File: src/rtl/pic_priority_inta_ctrl_if.sv
`default_nettype none
// ============================================================================
//  Module      : pic_priority_inta_ctrl_if
//  Description : Bus bundle between the 8259 request register / CPU side and
//                the priority resolver / INTA sequencer.
//  Revision    : 1.0 - initial release
// ============================================================================
interface pic_priority_inta_ctrl_if;
    logic [7:0] irr;
    logic [7:0] imr;
    logic [4:0] icw2_base;
    logic       aeoi;
    logic       inta;
    logic       eoi;
    logic       eoi_specific;
    logic [2:0] eoi_level;
    logic       eoi_rotate;
    logic       int_out;
    logic [2:0] highest_priority_idx;
    logic       ack_clr;
    logic [7:0] isr;
    logic [7:0] vector_out;
    logic       vector_valid;

    // Request register / CPU side
    modport master (
        output irr, imr, icw2_base, aeoi, inta, eoi, eoi_specific, eoi_level, eoi_rotate,
        input  int_out, highest_priority_idx, ack_clr, isr, vector_out, vector_valid
    );

    // Priority resolver side
    modport slave (
        input  irr, imr, icw2_base, aeoi, inta, eoi, eoi_specific, eoi_level, eoi_rotate,
        output int_out, highest_priority_idx, ack_clr, isr, vector_out, vector_valid
    );
endinterface
`default_nettype wire

File: src/rtl/pic_priority_inta_ctrl.sv
`default_nettype none
// ============================================================================
//  Module      : pic_priority_inta_ctrl
//  Description : 8259 priority resolver, in-service register, INT generation,
//                two-pulse INTA sequencing, EOI handling and rotating priority.
//  Revision    : 1.0 - initial release
// ============================================================================
module pic_priority_inta_ctrl #(
    parameter int N_IRQ          = 8,
    parameter int SPURIOUS_LEVEL = 7
) (
    input  wire logic               clk,
    input  wire logic               reset,
    pic_priority_inta_ctrl_if.slave bus
);

    localparam logic [0:0] c_ST_IDLE  = 1'b0;
    localparam logic [0:0] c_ST_WAIT2 = 1'b1;
    localparam logic [2:0] c_SPUR_IDX = 3'(SPURIOUS_LEVEL);

    logic [0:0] r_state;
    logic [0:0] w_state_nxt;

    logic [2:0] r_lowest_prio;
    logic [7:0] r_isr;
    logic       r_int_out;
    logic       r_ack_clr;
    logic [2:0] r_idx;
    logic       r_spur;
    logic [7:0] r_vector;
    logic       r_vector_valid;

    logic [7:0] w_req;
    logic       w_cand_vld;
    logic [2:0] w_cand_idx;
    logic [2:0] w_cand_rank;
    logic       w_isr_vld;
    logic [2:0] w_isr_idx;
    logic [2:0] w_isr_rank;
    logic       w_pend;
    logic [2:0] w_pos;

    logic [7:0] w_eoi_clr;
    logic       w_rot_en;
    logic [2:0] w_rot_level;

    logic       w_int_nxt;
    logic       w_ack_nxt;
    logic [2:0] w_idx_nxt;
    logic       w_spur_nxt;
    logic [7:0] w_vec_nxt;
    logic       w_vv_nxt;
    logic [7:0] w_set;
    logic [7:0] w_aeoi_clr;

    assign w_req = bus.irr & ~bus.imr;

    // Scan levels from lowest rank to highest so the highest-ranked hit wins,
    // for both the unmasked requests and the in-service bits.
    always_comb begin
        w_cand_vld  = 1'b0;
        w_cand_idx  = 3'd0;
        w_cand_rank = 3'd0;
        w_isr_vld   = 1'b0;
        w_isr_idx   = 3'd0;
        w_isr_rank  = 3'd0;
        w_pos       = 3'd0;
        for (int k = N_IRQ - 1; k >= 0; k--) begin
            w_pos = r_lowest_prio + 3'd1 + 3'(k);
            if (w_req[w_pos]) begin
                w_cand_vld  = 1'b1;
                w_cand_idx  = w_pos;
                w_cand_rank = 3'(k);
            end
            if (r_isr[w_pos]) begin
                w_isr_vld  = 1'b1;
                w_isr_idx  = w_pos;
                w_isr_rank = 3'(k);
            end
        end
    end

    // A request interrupts only if it outranks everything already in service.
    assign w_pend = w_cand_vld && (!w_isr_vld || (w_cand_rank < w_isr_rank));

    // EOI decode: which ISR bit to clear and whether priority rotates.
    always_comb begin
        w_eoi_clr   = 8'd0;
        w_rot_en    = 1'b0;
        w_rot_level = r_lowest_prio;
        if (bus.eoi) begin
            if (bus.eoi_specific) begin
                w_eoi_clr   = 8'd1 << bus.eoi_level;
                w_rot_en    = bus.eoi_rotate;
                w_rot_level = bus.eoi_level;
            end else if (w_isr_vld) begin
                w_eoi_clr   = 8'd1 << w_isr_idx;
                w_rot_en    = bus.eoi_rotate;
                w_rot_level = w_isr_idx;
            end
        end
    end

    // State register.
    always_ff @(posedge clk) begin
        if (reset) begin
            r_state <= c_ST_IDLE;
        end else begin
            r_state <= w_state_nxt;
        end
    end

    // Next-state logic: each INTA pulse advances the two-step sequence.
    always_comb begin
        w_state_nxt = r_state;
        case (r_state)
            c_ST_IDLE:  if (bus.inta) w_state_nxt = c_ST_WAIT2;
            c_ST_WAIT2: if (bus.inta) w_state_nxt = c_ST_IDLE;
            default:    w_state_nxt = c_ST_IDLE;
        endcase
    end

    // Output logic: next values for the registered outputs and ISR set/clear masks.
    always_comb begin
        w_int_nxt  = 1'b0;
        w_ack_nxt  = 1'b0;
        w_idx_nxt  = r_idx;
        w_spur_nxt = r_spur;
        w_vec_nxt  = r_vector;
        w_vv_nxt   = 1'b0;
        w_set      = 8'd0;
        w_aeoi_clr = 8'd0;
        case (r_state)
            c_ST_IDLE: begin
                if (bus.inta) begin
                    // A request that vanished before the first INTA is spurious.
                    w_idx_nxt  = w_pend ? w_cand_idx : c_SPUR_IDX;
                    w_spur_nxt = !w_pend;
                    w_ack_nxt  = 1'b1;
                    if (w_pend) begin
                        w_set = 8'd1 << w_cand_idx;
                    end
                end else begin
                    w_int_nxt = w_pend;
                end
            end
            c_ST_WAIT2: begin
                if (bus.inta) begin
                    w_vec_nxt = {bus.icw2_base, r_idx};
                    w_vv_nxt  = 1'b1;
                    if (bus.aeoi && !r_spur) begin
                        w_aeoi_clr = 8'd1 << r_idx;
                    end
                end
            end
            default: ;
        endcase
    end

    // Register outputs, ISR and rotation pointer; a set beats a clear on the same bit.
    always_ff @(posedge clk) begin
        if (reset) begin
            r_lowest_prio  <= 3'd7;
            r_isr          <= 8'd0;
            r_int_out      <= 1'b0;
            r_ack_clr      <= 1'b0;
            r_idx          <= 3'd0;
            r_spur         <= 1'b0;
            r_vector       <= 8'd0;
            r_vector_valid <= 1'b0;
        end else begin
            r_isr          <= (r_isr & ~(w_eoi_clr | w_aeoi_clr)) | w_set;
            r_int_out      <= w_int_nxt;
            r_ack_clr      <= w_ack_nxt;
            r_idx          <= w_idx_nxt;
            r_spur         <= w_spur_nxt;
            r_vector       <= w_vec_nxt;
            r_vector_valid <= w_vv_nxt;
            if (w_rot_en) begin
                r_lowest_prio <= w_rot_level;
            end
        end
    end

    assign bus.int_out              = r_int_out;
    assign bus.ack_clr              = r_ack_clr;
    assign bus.highest_priority_idx = r_idx;
    assign bus.isr                  = r_isr;
    assign bus.vector_out           = r_vector;
    assign bus.vector_valid         = r_vector_valid;

endmodule
`default_nettype wire
File: src/flat_wrapper.sv
// flat-port wrapper written by rule: the top's interface ports become plain ports
module pic_priority_inta_ctrl_flat 
#(
    parameter int N_IRQ          = 8,
    parameter int SPURIOUS_LEVEL = 7
)
  (clk, reset, bus_irr, bus_imr, bus_icw2_base, bus_aeoi, bus_inta, bus_eoi, bus_eoi_specific, bus_eoi_level, bus_eoi_rotate, bus_int_out, bus_highest_priority_idx, bus_ack_clr, bus_isr, bus_vector_out, bus_vector_valid);
  pic_priority_inta_ctrl_if bus_i ();
  input  wire logic clk;
  input  wire logic reset;
  input wire logic [$bits(bus_i.irr)-1:0] bus_irr;
  input wire logic [$bits(bus_i.imr)-1:0] bus_imr;
  input wire logic [$bits(bus_i.icw2_base)-1:0] bus_icw2_base;
  input wire logic [$bits(bus_i.aeoi)-1:0] bus_aeoi;
  input wire logic [$bits(bus_i.inta)-1:0] bus_inta;
  input wire logic [$bits(bus_i.eoi)-1:0] bus_eoi;
  input wire logic [$bits(bus_i.eoi_specific)-1:0] bus_eoi_specific;
  input wire logic [$bits(bus_i.eoi_level)-1:0] bus_eoi_level;
  input wire logic [$bits(bus_i.eoi_rotate)-1:0] bus_eoi_rotate;
  output wire logic [$bits(bus_i.int_out)-1:0] bus_int_out;
  output wire logic [$bits(bus_i.highest_priority_idx)-1:0] bus_highest_priority_idx;
  output wire logic [$bits(bus_i.ack_clr)-1:0] bus_ack_clr;
  output wire logic [$bits(bus_i.isr)-1:0] bus_isr;
  output wire logic [$bits(bus_i.vector_out)-1:0] bus_vector_out;
  output wire logic [$bits(bus_i.vector_valid)-1:0] bus_vector_valid;
  assign bus_i.irr = bus_irr;
  assign bus_i.imr = bus_imr;
  assign bus_i.icw2_base = bus_icw2_base;
  assign bus_i.aeoi = bus_aeoi;
  assign bus_i.inta = bus_inta;
  assign bus_i.eoi = bus_eoi;
  assign bus_i.eoi_specific = bus_eoi_specific;
  assign bus_i.eoi_level = bus_eoi_level;
  assign bus_i.eoi_rotate = bus_eoi_rotate;
  assign bus_int_out = bus_i.int_out;
  assign bus_highest_priority_idx = bus_i.highest_priority_idx;
  assign bus_ack_clr = bus_i.ack_clr;
  assign bus_isr = bus_i.isr;
  assign bus_vector_out = bus_i.vector_out;
  assign bus_vector_valid = bus_i.vector_valid;
  pic_priority_inta_ctrl #(.N_IRQ(N_IRQ), .SPURIOUS_LEVEL(SPURIOUS_LEVEL)) u_core (.clk(clk), .reset(reset), .bus(bus_i));
endmodule
File: config.mk
export PLATFORM = sky130hd
export DESIGN_NAME = pic_priority_inta_ctrl_flat
export DESIGN_NICKNAME = d
export VERILOG_FILES = /design/src/rtl/pic_priority_inta_ctrl_if.sv /design/src/rtl/pic_priority_inta_ctrl.sv /design/src/flat_wrapper.sv
export SDC_FILE = /design/constraint.sdc
export NUM_CORES = 1
export LEC_CHECK = 0
export ABC_CLOCK_PERIOD_IN_PS = 7000
export CAP_MARGIN = 0
export CELL_PAD_IN_SITES_DETAIL_PLACEMENT = 0
export CELL_PAD_IN_SITES_GLOBAL_PLACEMENT = 2
export CORE_MARGIN = 2
export CORE_UTILIZATION = 36
export CTS_BUF_LIST = sky130_fd_sc_hd__clkbuf_16
export DETAILED_ROUTE_END_ITERATION = 16
export GPL_ROUTABILITY_DRIVEN = 0
export GPL_TIMING_DRIVEN = 0
export PLACE_DENSITY = 0.95
export SLEW_MARGIN = 20
export SYNTH_ARGS = -nofsm -noshare
export SYNTH_HDL_FRONTEND = slang
export SYNTH_SLANG_ARGS = --single-unit
export TNS_END_PERCENT = 100
File: constraint.sdc
create_clock -name clk -period 7 [get_ports clk]
set_input_delay 0.7 -clock clk [delete_from_list [all_inputs] [get_ports clk]]
set_output_delay 0.7 -clock clk [all_outputs]
set_load 0.02 [all_outputs]
* After elaboration in Yosys (flattened, before gate mapping) *
Cells that the tools add are included.

word-level totals
  register bits = 27
  bits in latches = 0
  RAM bits = 0
  bits in read-only memories = 0
  input port bits = 31
  output and inout port bits = 22
  logic and storage cells = 148
  memories = 0

cells by class
  add/sub/neg operators = 8
  multiply operators = 0
  divide/modulo/power cells = 0
  $lt $le $gt $ge = 9
  eq/ne operators = 0
  shift operators = 4
  multiplexer cells = 98
  bitwise gates (word level) = 7
  reductions and logical operators = 13

operators with widths
  operator                                                              count
  3-bit 2-to-1 mux                                                      35
  8-bit 2-to-1 mux                                                      9
  1-bit binary-select mux with 3-bit select                             16
  1-bit 2-to-1 mux                                                      37
  3-bit by 4-bit < comparator with 1-bit output, second input constant  8
  1-bit by 3-bit left shift with 8-bit output, first input constant     4
  8-bit bitwise AND                                                     2
  8-bit NOT                                                             2
  8-bit OR                                                              2
  3-bit adder, second input constant                                    4
  3-bit by 1-bit adder with 3-bit output, second input constant         2
  3-bit by 2-bit adder with 3-bit output, second input constant         2
  2-bit AND reduction                                                   2
  2-bit OR reduction                                                    2
  1-bit zero test                                                       3
  3-bit < comparator                                                    1
  3-bit AND reduction                                                   1
  3-bit OR reduction                                                    1
  1-bit logical AND                                                     2
  1-bit case mux with 2 select lines                                    1
  2-bit nonzero test                                                    1
  1-bit logical OR                                                      1
  1-bit NOT                                                             1

* Depth between registers and ports, before layout *
Gate-level depths: netlist of the first run.

  word-level depth = 20
  mapped depth = 16
  gate-level depth less buffers = 13

* Least setup slack after synthesis of the first run *
Ideal clock, no wire load.

  path kind = reg2reg
  start point = register u_core.r_lowest_prio[0]
  end point = register u_core.r_isr[0] (netlist: u_core.bus.isr[0])
  arrival time = 3.606 ns
  slack = 3.335 ns
  cell stages (with the launch flop) = 17
  path buffers = 3
  period minus slack after synthesis = 3.665 ns
  path through = dfxtp_1 inv_2 clkbuf_1 ha_1 buf_2 buf_2 nor4b_1 o41ai_2 o21a_1 nand2_1 nand2_1 a311oi_1 ha_1 nor3_1 o31ai_4 a21boi_2 a31o_2

on the way
  longest elaborated chain between the ends = 20

RTL lines
  element                                                               line                           text
  from (decl)                                                           pic_priority_inta_ctrl.sv:24   logic [2:0] r_lowest_prio;
  from (signal assigned)                                                pic_priority_inta_ctrl.sv:180  r_lowest_prio <= w_rot_level;
  3-bit by 1-bit adder with 3-bit output (*)                            pic_priority_inta_ctrl.sv:69   w_pos = r_lowest_prio + 3'd1 + 3'(k);
  parallel branches: the longest is 18 deep, another holds 3-bit adder  -
  8-bit OR (*)                                                          pic_priority_inta_ctrl.sv:172  r_isr <= (r_isr & ~(w_eoi_clr | w_aeoi_clr)) | w_set;
  to (signal assigned)                                                  pic_priority_inta_ctrl.sv:172
  to (decl)                                                             pic_priority_inta_ctrl.sv:25   logic [7:0] r_isr;

Every way passes the cells marked *. The select of a mux whose other input is x is not followed.
A chain may end at the register's enable or synchronous reset.

* Final worst setup path of the first run *
  start point = register u_core.r_lowest_prio[0]
  end point = register u_core.r_isr[2] (netlist: u_core.bus.isr[2])

Same word-level chain as after synthesis.

==> results of run 1 <==
==> final cells by class <==
class                      instances  area [um2]  share of cell area, %
buffer                            33       152.6                  3.396
clock buffer                       3       75.07                  1.670
clock inverter                     1       7.507                 0.1670
inverter                          13       48.80                  1.086
multi-input combinational        371        2979                  66.29
sequential                        27       540.5                  12.03
tap                              136       170.2                  3.786
timing repair buffer              52       520.5                  11.58
==> through the flow <==
stage          utilization [%]  instances  cell area [um2]  hold slack (ns)
2_1_floorplan                -        444             3721           0.4710
3_3_place_gp             43.32        632             4412           0.4761
3_5_place_dp             43.32        632             4412           0.4827
4_1_cts                  44.13        636             4494           0.5022
5_1_grt                  44.13        636             4494           0.5414
6_report                 44.13        636             4494           0.4981
==> synthesized netlist by cell type, types with 5 or more instances <==
master                     number
sky130_fd_sc_hd__a211oi_1       7
sky130_fd_sc_hd__a21oi_1       31
sky130_fd_sc_hd__a31o_1         7
sky130_fd_sc_hd__a31oi_1       10
sky130_fd_sc_hd__and2_1         5
sky130_fd_sc_hd__buf_2         11
sky130_fd_sc_hd__clkbuf_1      18
sky130_fd_sc_hd__dfxtp_1       27
sky130_fd_sc_hd__ha_1           6
sky130_fd_sc_hd__inv_1         12
sky130_fd_sc_hd__mux2_2         5
sky130_fd_sc_hd__mux2i_1       26
sky130_fd_sc_hd__mux4_2        19
sky130_fd_sc_hd__nand2_1       33
sky130_fd_sc_hd__nand2b_1      13
sky130_fd_sc_hd__nor2_1        44
sky130_fd_sc_hd__nor2b_1       12
sky130_fd_sc_hd__nor3_1        10
sky130_fd_sc_hd__nor3b_1        5
sky130_fd_sc_hd__nor4_1         5
sky130_fd_sc_hd__nor4bb_1       6
sky130_fd_sc_hd__o21ai_0       12
sky130_fd_sc_hd__o221ai_1       5
sky130_fd_sc_hd__or2_2          8
==> cells by family after synthesis <==
family                     share of synthesized area, %
and+or+nand+nor                                   27.17
adders and majority gates                         2.017
buffers and inverters                             5.413
xor gates and xnor gates                          3.262
muxes                                             20.75
DFF                                               14.53
AOI/OAI and AO/OA                                 26.87
==> state kept, by name, summed over array words and instances (netlist names) <==
| signal | cells |
|---|---|
| u_core.r_spur | 1 |
| u_core.bus.isr | 8 |
| u_core.r_lowest_prio | 3 |
| u_core.bus.highest_priority_idx | 3 |
| u_core.bus.ack_clr | 1 |
| u_core.r_state | 1 |
| u_core.bus.vector_valid | 1 |
| u_core.bus.vector_out | 8 |
| u_core.bus.int_out | 1 |
==> worst register-to-register path, cell delays in order (launching register included) <==
cell,delay [ns]
sky130_fd_sc_hd__dfxtp_1,0.53
sky130_fd_sc_hd__inv_2,0.20
sky130_fd_sc_hd__clkbuf_1,0.35
sky130_fd_sc_hd__ha_1,0.47
sky130_fd_sc_hd__buf_2,0.33
sky130_fd_sc_hd__buf_2,0.33
sky130_fd_sc_hd__buf_2,0.30
sky130_fd_sc_hd__buf_2,0.28
sky130_fd_sc_hd__buf_2,0.26
sky130_fd_sc_hd__a21oi_1,0.11
sky130_fd_sc_hd__a311oi_1,0.34
sky130_fd_sc_hd__ha_1,0.28
sky130_fd_sc_hd__nor3_1,0.32
sky130_fd_sc_hd__o31ai_4,0.13
sky130_fd_sc_hd__a21boi_2,0.30
sky130_fd_sc_hd__a31o_1,0.21
==> layer usage <==
layer	global-route usage, %	up-vias	share of wire (%)
met5	0	-	0
met4	9.774	0	3.4
met3	1.608	39	5.5
met2	35.07	181	47
met1	30.44	1902	44
li1	-	1850	-
==> worst min path at each step <==
stage / start / cells after the start / to / slack (ns)
detailed placement: u_core.bus.vector_out[7] / 2 / u_core.bus.vector_out[7] / 0.48
global route: u_core.bus.vector_out[7] / 2 / u_core.bus.vector_out[7] / 0.54
global placement: u_core.bus.vector_out[4] / 2 / u_core.bus.vector_out[4] / 0.48
floorplan: u_core.r_lowest_prio[1] / 2 / u_core.r_lowest_prio[1] / 0.47
CTS: u_core.bus.vector_out[7] / 2 / u_core.bus.vector_out[7] / 0.50
finish: u_core.bus.vector_out[7] / 2 / u_core.bus.vector_out[7] / 0.50
==> results.md, run 1 <==
Status:
- The flow ran to the end, and the final reports show no timing, DRC or antenna violations.

Yosys:
- The cell area that synthesis handed to floorplanning was 3721 um2.
- The number of distinct standard cells referenced by the synthesized netlist is 86.
- The synthesized design spends more area on one cell type than any other, namely sky130_fd_sc_hd__dfxtp_1.
- For this run, asynchronously set or reset flops after synthesis account for 0%.
- The most instantiated flip-flop cell in the synthesis netlist is sky130_fd_sc_hd__dfxtp_1.
- For this run, the register share of the synthesized area comes to 14.53%.
- The area share of the leading cell type in the synthesized netlist is 14.53%.
- By area the synthesized netlist is led by sky130_fd_sc_hd__dfxtp_1, sky130_fd_sc_hd__mux4_2, sky130_fd_sc_hd__mux2i_1.
- Synthesis inferred 27 register bits.
- Dividing the synthesized area by the synthesized cell count gives 8.381 um2.
- The number of flops mapped to enable cells by yosys is 0.
- The number of nets handed over by synthesis was 481.
- After technology mapping, the gate count stands at 444.
- The count of yosys warnings during synthesis is 0.

Cells and area:
- The library cell used most frequently in the layout, excluding fill and tap cells, is sky130_fd_sc_hd__clkdlybuf4s50_1.
- The repair_antennas step left the layout with diodes totalling 0.
- The library cells used most frequently in the layout, excluding fill and tap cells, are sky130_fd_sc_hd__clkdlybuf4s50_1, sky130_fd_sc_hd__nor2_1, sky130_fd_sc_hd__nand2_1.
- Relative to the synthesized area, the layout overhead comes to 20.78%.
- Counting the fill cells in the layout gives 1040.
- The number of nets in the final layout is 538.
- In the final layout, the share of cells above drive strength 1 is 15.40%.

Detailed routing:
- The count of nets left with antenna violations once routing finished came out at 0.
- The number of design-rule violations left by the first detailed-router iteration is 292.
- The DRC violations left is 0.
- Using the TritonRoute via totals, the vias-per-cell ratio works out to 6.245.
- The detailed-router iteration count before antenna repair is 6.
- Summing over every cut layer, the via total after detailed routing is 3972.
- The final wirelength is 12510 um.
- Dividing the detail-routed wire length by the instance count gives 19.66 um.

Critical path:
- The kind of cell with the highest combined delay along the critical path is buffers and inverters.
- The launching element type of the critical path is a register.
- Traced cell by cell, the critical path runs through inv_2, clkbuf_1, ha_1, buf_2, buf_2, buf_2, buf_2, buf_2, a21oi_1, a311oi_1, ha_1, nor3_1, o31ai_4, a21boi_2, a31o_1.
- The cell count of the worst reg-to-reg path is 15.
- The critical path runs through a total of 15 cells.
- The reg-to-reg setup timing slack is 2.18 ns.
- The worst setup path is captured at a register.
- The critical path contains buffers and inverters numbering 7 combined.
- The largest driver fanout on the critical path is 10.
- In this run the worst setup path begins at u_core.r_lowest_prio[0].
- At the worst endpoint, the required time is 7.20 ns.
- The dominant cell type by count on the critical path is sky130_fd_sc_hd__buf_2.
- The capture point of the worst reg-to-reg path is u_core.bus.isr[2].
- In this design, the stage delay of the slowest critical-path cell is 0.53 ns.
- The critical path arrival is 5.02 ns.
- The type of the worst setup path is register to register.
- Among all stages on the critical path, the largest delay is contributed by sky130_fd_sc_hd__dfxtp_1.
- In this run the critical register-to-register path is launched from u_core.r_lowest_prio[0].
- Following the worst setup path forward leads to its endpoint at u_core.bus.isr[2].

Timing:
- The worst setup skew after layout is 0.005064 ns.
- For the finished layout, the period the worst path requires is 4.819 ns.
- The worst path uses 68.84% of the clock period.
- The worst path meets setup with 2.181 ns of slack.
- The pin slew with the least headroom to its limit is 0.9479 ns.
- After routing, the total negative slack on setup checks comes to 0 ns.
- The number of setup violations in the final report is 0.
- The number of hold violations in the final report is 0.
- The remaining max-slew budget at the tightest pin is 36.27%.
- Setup repair after global routing left no endpoint under its margin.
- The final-report max-slew violation count is 0.
- For this run, the top clock speed supported by timing is 0.2075 GHz.

Clock tree:
- The clock-pin transition on the worst setup and hold timing paths is 0.07 ns.
- In this run the clock root is driven by a sky130_fd_sc_hd__clkbuf_16.
- The number of setup buffers added after CTS is 0.
- The total number of H-tree levels is 1.
- The largest buffer count on any clock path is 2.
- After clock tree synthesis, the flow added hold-fix buffers numbering 0.
- The CTS tree is built.
- In this run, CTS created clock tree buffers numbering 3.
- Counting every sink on the clock net gives 27.
- Once the clock tree was built, the resizer swapped 0 gates to a different size.
- The later pin in the worst-skew pair is clocked with a latency of 0.26 ns.

Place:
- In this run the tool buffered the top-level ports with 52 buffer cells.
- The detailed placer's ending HPWL is 9574 um.
- OpenSTA, run right after detailed placement, puts the worst setup slack at 2.271 ns.

Floorplan:
- The area of the core is 10180 um2.
- Row generation in the floorplan step produced 37 rows.
- The die outline area is 11170 um2.
- The initial utilization of the core area, before any placement, comes to 36.54%.
- The width of the die is 105.7 um.
- The floorplan die height is 105.7 um.
- In this run the count of I/O pins placed on the die edge is 53.

Global routing:
- Global routing used 22.00% of the available tracks.
- The number of antenna violations at the first check in global routing was 0.
- The wire length of the first global-routing pass is 20020 um.
- The via count of the first global-routing pass came to 3837.
- Summed over all layers, the global routing overflow is 0.
- Entering global routing, the biggest net connects 17 pins.

Job:
- The count of maximum capacitance violations is 0.

Hold path:
- The worst min-delay path class is register to register.
Power of run 1 is left out: the tool's default activity adds up to more than one toggle a clock period on the data nets, which glitch-free logic cannot reach.
==> run 2, diff against run 1 <==
--- a/config.mk
+++ b/config.mk
@@ -5,17 +5,17 @@
 export SDC_FILE = /design/constraint.sdc
 export NUM_CORES = 1
 export LEC_CHECK = 0
-export ABC_CLOCK_PERIOD_IN_PS = 7000
+export ABC_CLOCK_PERIOD_IN_PS = 4550
 export CAP_MARGIN = 0
 export CELL_PAD_IN_SITES_DETAIL_PLACEMENT = 0
 export CELL_PAD_IN_SITES_GLOBAL_PLACEMENT = 2
 export CORE_MARGIN = 2
-export CORE_UTILIZATION = 36
+export CORE_UTILIZATION = 34
 export CTS_BUF_LIST = sky130_fd_sc_hd__clkbuf_16
 export DETAILED_ROUTE_END_ITERATION = 16
 export GPL_ROUTABILITY_DRIVEN = 0
 export GPL_TIMING_DRIVEN = 0
-export PLACE_DENSITY = 0.95
+export PLACE_DENSITY = 0.91
 export SLEW_MARGIN = 20
 export SYNTH_ARGS = -nofsm -noshare
 export SYNTH_HDL_FRONTEND = slang
==> constraint.sdc (replaced) <==
create_clock -name clk -period 4.55 [get_ports clk]
set_input_delay 0.455 -clock clk [delete_from_list [all_inputs] [get_ports clk]]
set_output_delay 0.455 -clock clk [all_outputs]
set_load 0.02 [all_outputs]
==> results.md, run 2 (synthesis gave the netlist of run 1 again) <==
Detailed routing:
- The final wirelength is 12560 um.
- After detailed routing, the number of remaining DRC violations is 0.
- The detailed-router iteration count before antenna repair is 5.
- In the final routed layout, each cell accounts on average for 19.65 um.
- The number of routed nets with antenna violations is 0.
- In the routed layout, each cell is associated on average with a via count of 6.133.
- The total number of vias is 3919.
- The number of design-rule violations left by the first detailed-router iteration is 314.

Timing:
- The final-report max-slew violation count was 0.
- The worst setup skew after layout is 0.002467 ns.
- The worst path meets setup with 0.3021 ns of slack.
- The post-route clock period utilization is 93.36%.
- The pin slew with the least headroom to its limit is 0.8995 ns.
- The number of hold violations in the final report came to 0.
- Measured against its own limit, the worst slew margin works out to 39.52%.
- Setup violations remaining at the end of the flow were counted as 0.
- The shortest clock period the worst path allows after layout is 4.248 ns.
- After routing, the total negative slack on setup checks comes to 0 ns.
- Based on the critical path, the design can be clocked at up to 0.2354 GHz.

Floorplan:
- The floorplan die height is 108.6 um.
- The core region is 10750 um2.
- The initial standard-cell utilization of the core is 34.63%.
- The width of the die is 108.6 um.
- The die outline area is 11800 um2.
- For this design the top-level I/O count stands at 53.
- The row count is 38.

Clock tree:
- Gates resized during post-CTS repair numbered 1.
- The clock latency of the later-clocked register in the worst-skew pair is 0.26 ns.
- Clock-pin slew was measured on the worst setup and hold paths at 0.07 ns.
- The number of setup buffers added after CTS is 0.
- The clock passes through at most 2 buffers.
- The number of clock sinks is 27.
- In this run the number of H-tree levels came out at 1.
- TritonCTS created 3 clock buffers.
- The CTS tree is built.
- The root buffer selected by CTS is sky130_fd_sc_hd__clkbuf_16.
- The number of buffers added to fix hold violations after cts is 0.

Critical path:
- STA classifies the critical path endpoint as a register.
- The type of the worst setup path is register to register.
- STA puts the critical path data arrival time at 4.44 ns.
- The required time of the worst setup path is 4.75 ns.
- The launching element type of the critical path is a register.
- The largest driver fanout on the critical path is 17.
- Counting cells, the worst reg-to-reg path comes to 15.

Cells and area:
- The layout overhead on the synthesized area is 21.59%.
- The number of antenna diodes is 0.
- The layout has 1107 filler cells.
- Cells with a size suffix above 1 make up 15.83% of the layout.
- Leaving out fill and tap cells, the most frequent cell in the layout is sky130_fd_sc_hd__clkdlybuf4s50_1.
- The library cells used most frequently in the layout, excluding fill and tap cells, are sky130_fd_sc_hd__clkdlybuf4s50_1, sky130_fd_sc_hd__nor2_1, sky130_fd_sc_hd__nand2_1.
- The final non-filler cell area is 4524 um2.
- Measured on the finished design, the core utilization comes to 42.11%.
- The number of nets in the final layout is 537.

Status:
- The flow ran to the end, and the final reports show no timing, DRC or antenna violations.

Global routing:
- Summed over all layers, the global routing overflow is 0.
- The largest net degree at the start of global routing is 18.
- The number of antenna violations at the first check in global routing is 0.
- In the global route stage, overall resource usage came out at 21.28%.
- The via count of the first global-routing pass is 3897.
- The first global-routing pass estimated 19900 um of wire.

Job:
- The count of maximum capacitance violations is 0.

Place:
- The detailed placer's ending HPWL is 9602 um.
- Timing analysis after detailed placement gives a worst setup slack of -0.2431 ns.
- The placed cell area is 4417 um2.
- The count of buffers added on input and output ports is 52.

Hold path:
- The hold-critical path depth is 2.
- The worst min-delay path class is register to register.
run 2: cell types whose count changed in the layout (fill, tap and decap cells not counted):
cell and change:
sky130_fd_sc_hd__clkbuf_4 +2, sky130_fd_sc_hd__clkbuf_1 -1, sky130_fd_sc_hd__a21boi_2 -1, sky130_fd_sc_hd__dfxtp_2 +1, sky130_fd_sc_hd__a21boi_4 +1, sky130_fd_sc_hd__nor4_4 +1
sky130_fd_sc_hd__nor4_2 -1, sky130_fd_sc_hd__nor4bb_2 +1, sky130_fd_sc_hd__dfxtp_1 -1, sky130_fd_sc_hd__buf_2 -2, sky130_fd_sc_hd__nor4bb_1 -1
run 2: per-layer routing:
layer  global-route usage, %  part of all wire (%)
met4                   7.143                   2.3
met3                   1.793                   6.3
met5                       0                     0
met2                   36.38                    48
met1                   28.26                    44
run 2: layout make-up:
type                    instances  area (um2)  area share, %
plain buffers                  32       153.9          3.402
clock inverters                 1       7.507         0.1659
inverters                      13       48.80          1.079
well taps                     140       175.2          3.872
clock buffers                   3       75.07          1.659
repair buffers                 52       520.5          11.50
multi-input cells             371        3002          66.34
flip-flops and latches         27       541.8          11.97
run 2: final timing paths:
| check | start | end | slack (ns) |
|---|---|---|---|
| max | u_core.r_lowest_prio[0] | u_core.bus.isr[6] | 0.30 |
| min | u_core.bus.vector_out[3] | u_core.bus.vector_out[3] | 0.50 |
| min reg2reg | u_core.bus.vector_out[3] | u_core.bus.vector_out[3] | 0.50 |
| max reg2reg | u_core.r_lowest_prio[0] | u_core.bus.isr[6] | 0.30 |
run 2: critical path, cell delays in order (launching register included):
cell and delay (ns):
sky130_fd_sc_hd__dfxtp_2 0.45, sky130_fd_sc_hd__inv_2 0.23, sky130_fd_sc_hd__ha_1 0.42, sky130_fd_sc_hd__buf_2 0.29, sky130_fd_sc_hd__buf_2 0.33, sky130_fd_sc_hd__nor4bb_2 0.36, sky130_fd_sc_hd__nor4_1 0.10, sky130_fd_sc_hd__o21a_1 0.25
sky130_fd_sc_hd__nand2_1 0.13, sky130_fd_sc_hd__nand2_1 0.07, sky130_fd_sc_hd__a311oi_1 0.31, sky130_fd_sc_hd__ha_1 0.28, sky130_fd_sc_hd__nor3_1 0.31, sky130_fd_sc_hd__o31ai_4 0.13, sky130_fd_sc_hd__a21oi_2 0.30, sky130_fd_sc_hd__a31o_1 0.21
run 2: metrics by stage:
stage,hold WS [ns],instances
5_1_grt,0.5285,639
4_1_cts,0.5093,639
3_5_place_dp,0.4831,636
3_3_place_gp,0.4787,636
6_report,0.4989,639
2_1_floorplan,0.4710,444
Power of run 2 is left out for the same reason.
